[src/rtl/instruction_encoder_pkg.sv]
// Shared encodings and limits for the RV32I instruction encoder.
package instruction_encoder_pkg;

  localparam int unsigned XLEN      = 32;
  localparam int unsigned SRC_W     = 3;
  localparam int unsigned OPC_W     = 7;
  localparam int unsigned REG_W     = 5;
  localparam int unsigned FUNCT3_W  = 3;
  localparam int unsigned FUNCT7_W  = 7;
  localparam int unsigned ERR_CNT_W = 8;

  typedef enum logic [SRC_W-1:0] {
    IMM_I = 3'd0,
    IMM_S = 3'd1,
    IMM_B = 3'd2,
    IMM_U = 3'd3,
    IMM_J = 3'd4,
    IMM_R = 3'd5
  } imm_src_e;

  localparam logic [OPC_W-1:0] OP_R    = 7'h33;
  localparam logic [OPC_W-1:0] OP_I    = 7'h13;
  localparam logic [OPC_W-1:0] OP_LOAD = 7'h03;
  localparam logic [OPC_W-1:0] OP_S    = 7'h23;
  localparam logic [OPC_W-1:0] OP_B    = 7'h63;
  localparam logic [OPC_W-1:0] OP_LUI  = 7'h37;
  localparam logic [OPC_W-1:0] OP_JAL  = 7'h6F;

  localparam int signed IMM12_MIN = -2048;
  localparam int signed IMM12_MAX = 2047;
  localparam int signed IMM13_MIN = -4096;
  localparam int signed IMM13_MAX = 4094;
  localparam int signed IMM21_MIN = -1048576;
  localparam int signed IMM21_MAX = 1048574;

  typedef struct packed {
    logic [SRC_W-1:0]    imm_src;
    logic [OPC_W-1:0]    opcode;
    logic [REG_W-1:0]    rd;
    logic [REG_W-1:0]    rs1;
    logic [REG_W-1:0]    rs2;
    logic [FUNCT3_W-1:0] funct3;
    logic [FUNCT7_W-1:0] funct7;
    logic [XLEN-1:0]     imm;
  } enc_req_t;

  function automatic logic imm_in_range(input logic signed [XLEN-1:0] imm,
                                        input int signed lo, input int signed hi);
    return (imm >= lo) && (imm <= hi);
  endfunction

endpackage

[src/rtl/instruction_encoder_sync_fifo.sv]
// Synchronous FIFO with occupancy count; push while full is allowed when a pop frees the slot.
module sync_fifo
  import instruction_encoder_pkg::*;
#(
  parameter int unsigned DEPTH = 4,
  parameter int unsigned WIDTH = 32
) (
  input  logic                       i_clk,
  input  logic                       i_rst,
  input  logic                       i_push,
  input  logic [WIDTH-1:0]           i_data,
  input  logic                       i_pop,
  output logic [WIDTH-1:0]           o_data,
  output logic [$clog2(DEPTH):0]     o_count,
  output logic                       o_empty
);

  localparam int unsigned PTR_W = $clog2(DEPTH);
  localparam int unsigned CNT_W = PTR_W + 1;

  logic [WIDTH-1:0] r_mem [DEPTH];
  logic [PTR_W-1:0] r_rd_ptr;
  logic [PTR_W-1:0] r_wr_ptr;
  logic [CNT_W-1:0] r_count;
  logic             w_full;
  logic             w_pop;
  logic             w_push;

  assign o_empty = (r_count == '0);
  assign w_full  = (r_count == CNT_W'(DEPTH));
  assign w_pop   = i_pop && !o_empty;
  assign w_push  = i_push && (!w_full || w_pop);
  assign o_data  = r_mem[r_rd_ptr];
  assign o_count = r_count;

  always_ff @(posedge i_clk or posedge i_rst) begin
    if (i_rst) begin
      for (int unsigned i = 0; i < DEPTH; i++) r_mem[i] <= '0;
      r_rd_ptr <= '0;
      r_wr_ptr <= '0;
      r_count  <= '0;
    end else begin
      if (w_push) begin
        r_mem[r_wr_ptr] <= i_data;
        r_wr_ptr        <= r_wr_ptr + PTR_W'(1);
      end
      if (w_pop) r_rd_ptr <= r_rd_ptr + PTR_W'(1);
      case ({w_push, w_pop})
        2'b10:   r_count <= r_count + CNT_W'(1);
        2'b01:   r_count <= r_count - CNT_W'(1);
        default: r_count <= r_count;
      endcase
    end
  end

endmodule

[src/rtl/instruction_encoder.sv]
// Packs RV32I fields and an immediate into an instruction word, range-checks it, and buffers legal words.
module instruction_encoder
  import instruction_encoder_pkg::*;
#(
  parameter int unsigned DEPTH = 4
) (
  input  logic                  i_clk,
  input  logic                  i_rst,
  input  logic                  i_valid,
  output logic                  o_ready,
  input  logic [SRC_W-1:0]      i_ImmSrc,
  input  logic [OPC_W-1:0]      i_opcode,
  input  logic [REG_W-1:0]      i_rd,
  input  logic [REG_W-1:0]      i_rs1,
  input  logic [REG_W-1:0]      i_rs2,
  input  logic [FUNCT3_W-1:0]   i_funct3,
  input  logic [FUNCT7_W-1:0]   i_funct7,
  input  logic [XLEN-1:0]       i_immediate,
  output logic                  o_valid,
  input  logic                  i_ready,
  output logic [XLEN-1:0]       o_instruction,
  output logic                  o_err,
  output logic [ERR_CNT_W-1:0]  o_err_count
);

  localparam int unsigned CNT_W = $clog2(DEPTH) + 1;

  enc_req_t            w_req;
  logic [XLEN-1:0]     w_word;
  logic                w_legal;
  logic                w_accept;
  logic [CNT_W-1:0]    w_count;
  logic [CNT_W:0]      w_occupancy;
  logic                w_empty;

  logic                r_stage_valid;
  logic                r_stage_err;
  logic [XLEN-1:0]     r_stage_word;
  logic [ERR_CNT_W-1:0] r_err_count;

  assign w_req = '{imm_src: i_ImmSrc, opcode: i_opcode, rd: i_rd, rs1: i_rs1,
                   rs2: i_rs2, funct3: i_funct3, funct7: i_funct7, imm: i_immediate};

  // Format-specific bit packing and immediate legality
  always_comb begin
    w_word  = '0;
    w_legal = 1'b0;
    case (w_req.imm_src)
      IMM_I: begin
        w_word  = {w_req.imm[11:0], w_req.rs1, w_req.funct3, w_req.rd, w_req.opcode};
        w_legal = imm_in_range(w_req.imm, IMM12_MIN, IMM12_MAX);
      end
      IMM_S: begin
        w_word  = {w_req.imm[11:5], w_req.rs2, w_req.rs1, w_req.funct3,
                   w_req.imm[4:0], w_req.opcode};
        w_legal = imm_in_range(w_req.imm, IMM12_MIN, IMM12_MAX);
      end
      IMM_B: begin
        w_word  = {w_req.imm[12], w_req.imm[10:5], w_req.rs2, w_req.rs1, w_req.funct3,
                   w_req.imm[4:1], w_req.imm[11], w_req.opcode};
        w_legal = imm_in_range(w_req.imm, IMM13_MIN, IMM13_MAX) && !w_req.imm[0];
      end
      IMM_U: begin
        w_word  = {w_req.imm[31:12], w_req.rd, w_req.opcode};
        w_legal = (w_req.imm[11:0] == 12'd0);
      end
      IMM_J: begin
        w_word  = {w_req.imm[20], w_req.imm[10:1], w_req.imm[11], w_req.imm[19:12],
                   w_req.rd, w_req.opcode};
        w_legal = imm_in_range(w_req.imm, IMM21_MIN, IMM21_MAX) && !w_req.imm[0];
      end
      IMM_R: begin
        w_word  = {w_req.funct7, w_req.rs2, w_req.rs1, w_req.funct3, w_req.rd, w_req.opcode};
        w_legal = 1'b1;
      end
      default: begin
        w_word  = '0;
        w_legal = 1'b0;
      end
    endcase
  end

  // Space is reserved for the staged word so the stage can always drain
  assign w_occupancy = {1'b0, w_count} + (CNT_W+1)'(r_stage_valid);
  assign o_ready     = (w_occupancy < (CNT_W+1)'(DEPTH));
  assign w_accept    = i_valid && o_ready;

  always_ff @(posedge i_clk or posedge i_rst) begin
    if (i_rst) begin
      r_stage_valid <= 1'b0;
      r_stage_err   <= 1'b0;
      r_stage_word  <= '0;
      r_err_count   <= '0;
    end else begin
      r_stage_valid <= w_accept;
      r_stage_err   <= w_accept && !w_legal;
      if (w_accept) r_stage_word <= w_word;
      if (r_stage_err && (r_err_count != {ERR_CNT_W{1'b1}}))
        r_err_count <= r_err_count + ERR_CNT_W'(1);
    end
  end

  sync_fifo #(
    .DEPTH (DEPTH),
    .WIDTH (XLEN)
  ) u_fifo (
    .i_clk   (i_clk),
    .i_rst   (i_rst),
    .i_push  (r_stage_valid && !r_stage_err),
    .i_data  (r_stage_word),
    .i_pop   (i_ready),
    .o_data  (o_instruction),
    .o_count (w_count),
    .o_empty (w_empty)
  );

  assign o_valid     = !w_empty;
  assign o_err       = r_stage_err;
  assign o_err_count = r_err_count;

endmodule

[config.mk]
export PLATFORM = sky130hd
export DESIGN_NAME = instruction_encoder
export DESIGN_NICKNAME = d
export VERILOG_FILES = /design/src/rtl/instruction_encoder_pkg.sv /design/src/rtl/instruction_encoder_sync_fifo.sv /design/src/rtl/instruction_encoder.sv
export SDC_FILE = /design/constraint.sdc
export NUM_CORES = 1
export LEC_CHECK = 0
export BUFFER_PORTS_ARGS = -buffer_cell sky130_fd_sc_hd__buf_2
export CAP_MARGIN = 20
export CORE_MARGIN = 5
export CORE_UTILIZATION = 60
export CTS_BUF_LIST = sky130_fd_sc_hd__clkbuf_16
export CTS_CLUSTER_SIZE = 10
export DETAILED_ROUTE_END_ITERATION = 8
export PLACE_DENSITY_LB_ADDON = 0.3
export SLEW_MARGIN = 40
export SYNTH_ARGS = -nofsm -noshare
export SYNTH_HDL_FRONTEND = slang
export SYNTH_SLANG_ARGS = --single-unit
[constraint.sdc]
create_clock -name i_clk -period 8.8 [get_ports i_clk]
set_input_delay 0.88 -clock i_clk [delete_from_list [all_inputs] [get_ports i_clk]]
set_output_delay 0.88 -clock i_clk [all_outputs]
set_load 0.005 [all_outputs]
* Word level (Yosys, flattened, before mapping)
Cells that the tools add are included.
** Word-level totals
- Bits in registers :: 177
- Input port bits :: 71
** Cells by class
- Add/sub/neg operators :: 6
- $lt $le $gt $ge :: 10
- Eq/ne operators :: 9
- Muxes and demuxes :: 9
- Bitwise gates (word level) :: 2
- Reduce and logical (&&, ||, !) cells :: 23
** Operators with widths (number)
- one-hot mux 32 bit (6 select lines) :: 1
- bitwise mux 128 bit :: 1
- two-way mux 32 bit :: 3
- binary-select mux 32 bit (select 2 bit) :: 1
- demux 32 bit (select 2 bit) :: 1
- >= comparator 32 x 12 -> 1 bit (second input constant) :: 1
- >= comparator 32 x 13 -> 1 bit (second input constant) :: 1
- >= comparator 32 x 21 -> 1 bit (second input constant) :: 1
- less-or-equal comparator 32 x 12 -> 1 bit (second input constant) :: 1
- less-or-equal comparator 32 x 13 -> 1 bit (second input constant) :: 1
- less-or-equal comparator 32 x 21 -> 1 bit (second input constant) :: 1
- logical AND 1 bit :: 12
- zero test 12 bit :: 1
- == test 3 bit (second input constant) :: 3
- adder 8 x 1 -> 8 bit (second input constant) :: 1
- != test 8 bit (second input constant) :: 1
- == test 3 x 2 -> 1 bit (second input constant) :: 2
- >= comparator 3 bit (second input constant) :: 2
- zero test 3 bit :: 2
- inverter 2 -> 3 bit :: 2
- one-hot mux 3 bit (2 select lines) :: 1
- zero test 1 bit :: 5
- one-hot mux 1 bit (5 select lines) :: 1
- adder 2 x 1 -> 2 bit (second input constant) :: 2
- other kinds (11) :: 11

* Longest topological paths before layout
- Depth after elaboration :: 7
- Depth in mapped cells :: 9

* By module
A second synthesis with hierarchy kept.
** Unflattened totals
- Cell total of the unflattened synthesis :: 631
- Area, all modules :: 8564.5 µm²
** By module, submodules not included
- sync_fifo :: times used 1, cells each 349, area an instance 5970.7 µm², sequential area each 3378.2 µm²
- instruction_encoder :: times used 1, cells each 282, area an instance 2593.7 µm², sequential area each 1051.0 µm²

* Least setup slack after synthesis
Ideal clock, no wire load.
- Path kind :: input to register
- From :: input i_ready
- To :: register u_fifo.r_count[2] (netlist: u_fifo.o_count[2])
- Setup time :: 0.079 ns
- Data arrival time :: 2.342 ns
- Required time :: 8.721 ns
- Setup slack :: 6.379 ns
- Cell stages on the path :: 9
- Path buffers :: 0
- Cells stage by stage :: nor4b_1 nor3b_2 inv_1 ha_1 inv_1 fa_1 xor2_1 nor2_1 xor2_1
** Between the ends
- Cells in the longest elaborated chain, start to end :: 5
- Elaborated cells between the ends (all ways) :: 7
- Those cells by class :: 2 x eq/ne; 1 x mux; 4 x reduce/logical
** Ends and longest elaborated chain
- from (decl) :: line instruction_encoder.sv:20 : input logic i_ready,
- logical AND 1 bit (*) :: line instruction_encoder_sync_fifo.sv:31 : assign w_pop = i_pop && !o_empty;
- logical OR 1 bit :: line instruction_encoder_sync_fifo.sv:32 : assign w_push = i_push && (!w_full || w_pop);
- logical AND 1 bit :: line instruction_encoder_sync_fifo.sv:32
- == test 2 x 1 -> 1 bit or == test 2 bit (tied branches) :: line instruction_encoder_sync_fifo.sv:48 : case ({w_push, w_pop})
- one-hot mux 3 bit (2 select lines) or nonzero test 2 bit (tied branches)
- to (signal assigned) :: line instruction_encoder_sync_fifo.sv:49 : 2'b10: r_count <= r_count + CNT_W'(1);
- to (signal assigned) :: line instruction_encoder_sync_fifo.sv:50 : 2'b01: r_count <= r_count - CNT_W'(1);
- to (signal assigned) :: line instruction_encoder_sync_fifo.sv:51 : default: r_count <= r_count;
- to (decl) :: line instruction_encoder_sync_fifo.sv:24 : logic [CNT_W-1:0] r_count;
Mark *: on every way between the ends. The rest lies on a longest branch, timed or not.
A chain may end at the register's enable or synchronous reset.

* Worst setup path in the final report
- From :: register u_fifo.r_rd_ptr[0]
- To :: output o_instruction[20]
** Between the ends
- Cells in the longest elaborated chain, start to end :: 4
** Ends and longest elaborated chain
- from (decl) :: line instruction_encoder_sync_fifo.sv:22 : logic [PTR_W-1:0] r_rd_ptr;
- from (signal assigned) :: line instruction_encoder_sync_fifo.sv:47 : if (w_pop) r_rd_ptr <= r_rd_ptr + PTR_W'(1);
- inverter 2 -> 3 bit (implied by the code) :: line instruction_encoder_sync_fifo.sv:33 : assign o_data = r_mem[r_rd_ptr];
- binary-select mux 32 bit (select 2 bit) :: line instruction_encoder_sync_fifo.sv:33
- two-way mux 32 bit (implied by the code) (2 in a row) :: line instruction_encoder_sync_fifo.sv:33
- to (decl) :: line instruction_encoder.sv:21 : output logic [XLEN-1:0] o_instruction,
No other way between the ends. The select of a mux whose other input is x is not followed.

==> metrics.md <==
| Metric | Value |
|---|---|
| Synth warn | `0` |
| Number of nets in the layout | `~770` |
| Crit-path slowest cell | `dfrtp_2` |
| Max-slew violation count | `0` |
| Commonest cells after routing, fill and taps aside | `175 x dfrtp_1, 131 x mux2_2, 113 x buf_2` |
| Max Freq | `315.5 MHz` |
| DRC | `0` |
| Setup crit start kind | `flip-flop` |
| # H-tree levels | `4` |
| Origin of the worst setup path | `u_fifo.r_rd_ptr[0]` |
| Mapped Area | `just over 8000 sq um` |
| Slew headroom | `0.4377` |
| Placed wire-length estimate | `13,170 um` |
| Sequential share of the synthesized area | `0.5377` |
| PostCTS Resize Cnt | `0` |
| Worst hold path type | `reg -> reg` |
| Setup_tns | `0 ps` |
| Worst skew pair latency | `around 440 ps` |
| Worst VDD drop | `0.1864 mV` |
| Status | `completed` |
| Vias in the first global route | `6,033` |
| Worst Hold Slack | `about 490 ps` |
| # Post-CTS Setup Buffers | `0` |
| Minimum clock period | `3170 ps` |
| Pin count of the biggest net entering global routing | `~120` |
| Leakage | `4.421 nW` |
| ANT cells | `0` |
| Required @ worst endpoint | `7920 ps` |
| Yosys reg bits | `177` |
| Crit path capture type | `output pin` |
| CTS Buf Count | `17` |
| Core Area | `about 13,000 sq um` |
| Asr flop ratio synth | `1.000` |
| Crit path capture | `o_instruction[20]` |
| Critical Path, Cell by Cell | `buf_4, mux4_2, buf_2` |
| Final core occ | `0.7151` |
| Routed len/inst | `22.08 um` |
| Worst setup margin | `roughly 5600 ps` |
| Initial antenna violation count | `0` |
| Final hold violations | `0` |
| Syn avg cell area | `13.99 sq um` |
| Max-cap violations | `0` |
| Max Buffers Root-to-Sink | `2` |
| GRT Residual Overflow | `0` |
| Die Wd | `between 100 and 150 um` |
| Yosys cell types | `50` |
| Starting DRT DRC Count | `441` |
| Post-route cell area | `9545 sq um` |
| CTS root buffer | `clkbuf_16` |
| Worst R2R Setup Slack | `6170 ps` |
| Syn-to-layout area delta | `15.87%` |
| Syn Nets | `667` |
| Unrepaired setup endpoints after global routing | `false` |
| Dpl cell area | `8930 sq um` |
| Post-place setup slack | `between 5000 and 6000 ps` |
| Period utilisation layout | `0.3602` |
| Most common cell after layout, fill and taps aside | `dfrtp_1` |
| R2r endpoint | `u_fifo.r_mem[55]` |
| Dominant synthesized flop cell | `dfrtp_1` |
| R2r startpoint | `u_fifo.o_count[2]` |
| IO Pins | `114` |
| Syn Inst Count | `589` |
| CTS sink count | `177` |
| Worst Path Arrival | `between 2000 and 2500 ps` |
| Routed WL | `19,410 um` |
| Power Density | `354.7 nW/um^2` |
| Post-route ant nets | `0` |
| Cts hold-fix bufs | `0` |
| Drt pass-1 iters | `5` |
| PortBufs | `roughly 110` |
| Cells on worst reg2reg path | `5` |
| Initial Util | `0.6172` |
| # setup viols final | `0` |
| Vias | `5,665` |
| Max stage delay on crit path | `650 ps` |
| CTS tree | `done` |
| GP Congestion | `approximately 0.86` |
| Crit Path Class | `reg -> out` |
| Total GRT Usage | `0.2544` |
| Vias per cell | `6.445` |
| Layout cells sized above 1 | `0.4580` |
| Die area | `16,170 sq um` |
| CTS clk-pin slew, worst paths | `70 ps` |
| Global-route wire length before repair | `32,110 um` |
| Fin Clk Skew | `approximately 9 ps` |
| Die H | `127.2 um` |
| Worst slew pin tran | `about 840 ps` |
| Crit-path max FO | `22` |
| EDFF count, synth | `0` |
| # rows | `42` |
-- flip-flops by register name, summed over array words and instances, names as in the netlist --
signal and count:
u_fifo.r_mem 128, r_stage_word 32, o_err_count 8, u_fifo.o_count 3, u_fifo.r_rd_ptr 2, u_fifo.r_wr_ptr 2, o_err 1, r_stage_valid 1
-- critical path: cells and delay by family (launching register included) --
family                 cells  cell delay, ps
buffers and inverters      2             600
DFF                        1             650
muxes                      1             600
-- cell families after synthesis --
family | share of synthesized area
buffers and inverters | 0.02795
adder cells (fa/ha/maj) | 0.01154
flip-flops | 0.5377
multiplexers | 0.2726
AND/OR/NAND/NOR | 0.04526
AO/OA/AOI/OAI | 0.09113
XOR/XNOR | 0.01382
-- synth_stat cells, drive strengths merged, types with 2 or more instances --
cell / n / area [sq um]
mux4: 32 / 720.7
a21o: 2 / 15.01
mux2i: 5 / 50.05
nand3: 4 / 20.02
buf: 24 / 117.6
mux2: 131 / 1475
a21oi: 8 / 43.79
ha: 6 / 75.07
inv: 14 / 52.55
nor2b: 4 / 25.02
o21ai: 3 / 15.01
xnor2: 6 / 52.55
nor3: 6 / 30.03
o2bb2ai: 5 / 43.79
nor2: 22 / 82.58
o31ai: 8 / 60.06
xor2: 7 / 61.31
nand2: 20 / 75.07
nor4: 7 / 43.79
o22ai: 6 / 37.54
a31oi: 4 / 25.02
dfrtp: 177 / 4429
nand4: 4 / 25.02
clkbuf: 15 / 56.30
a221o: 2 / 20.02
a22o: 18 / 157.7
a221oi: 28 / 245.2
-- metrics by stage --
step,std cells,power [W]
2_1_floorplan,589,0.002211
3_3_place_gp,847,0.002549
3_5_place_dp,847,0.002627
4_1_cts,879,0.003411
5_1_grt,879,0.003588
6_report,879,0.003385
-- layout make-up --
type | count | area (sq um)
clock inverter | 15 | 181.4
clock buffer | 17 | 425.4
sequential | 177 | 4434
timing repair buffer | 121 | 629.4
inverter | 15 | 68.82
tap | 176 | 220.2
fill | 885 | 3802
multi-input combinational | 358 | 3586
-- where the power goes --
| part | internal [W] | leakage, nW | switching [W] |
|---|---|---|---|
| clock network | 0.000449 | 0.283 | 0.000323 |
| logic | 0.000673 | 1.90 | 0.000444 |
| registers | 0.00118 | 2.24 | 0.000317 |
| total | 0.00230 | 4.42 | 0.00108 |
-- worst min path at each step --
| stage | startpoint | endpoint | slack [ps] | cells after the start |
|---|---|---|---|---|
| after detailed placement | o_err_count[5] | o_err_count[5] | 480 | 1 |
| after CTS | o_err_count[5] | o_err_count[5] | 490 | 1 |
| after global placement | o_err_count[5] | o_err_count[5] | 470 | 1 |
| after global routing | o_err_count[5] | o_err_count[5] | 510 | 1 |
| after floorplan | u_fifo.o_count[2] | u_fifo.o_count[2] | 470 | 1 |
| final | o_err_count[5] | o_err_count[5] | 490 | 1 |
-- layer usage --
metal	global-route usage	vias to the layer above	wire, um
li1	-	2454	-
met1	0.3492	2960	8365
met2	0.4094	217	9592
met3	0.05301	34	1048
met4	0.08707	0	399
met5	0	-	0
Note: power is estimated with default switching activity, not from simulation.
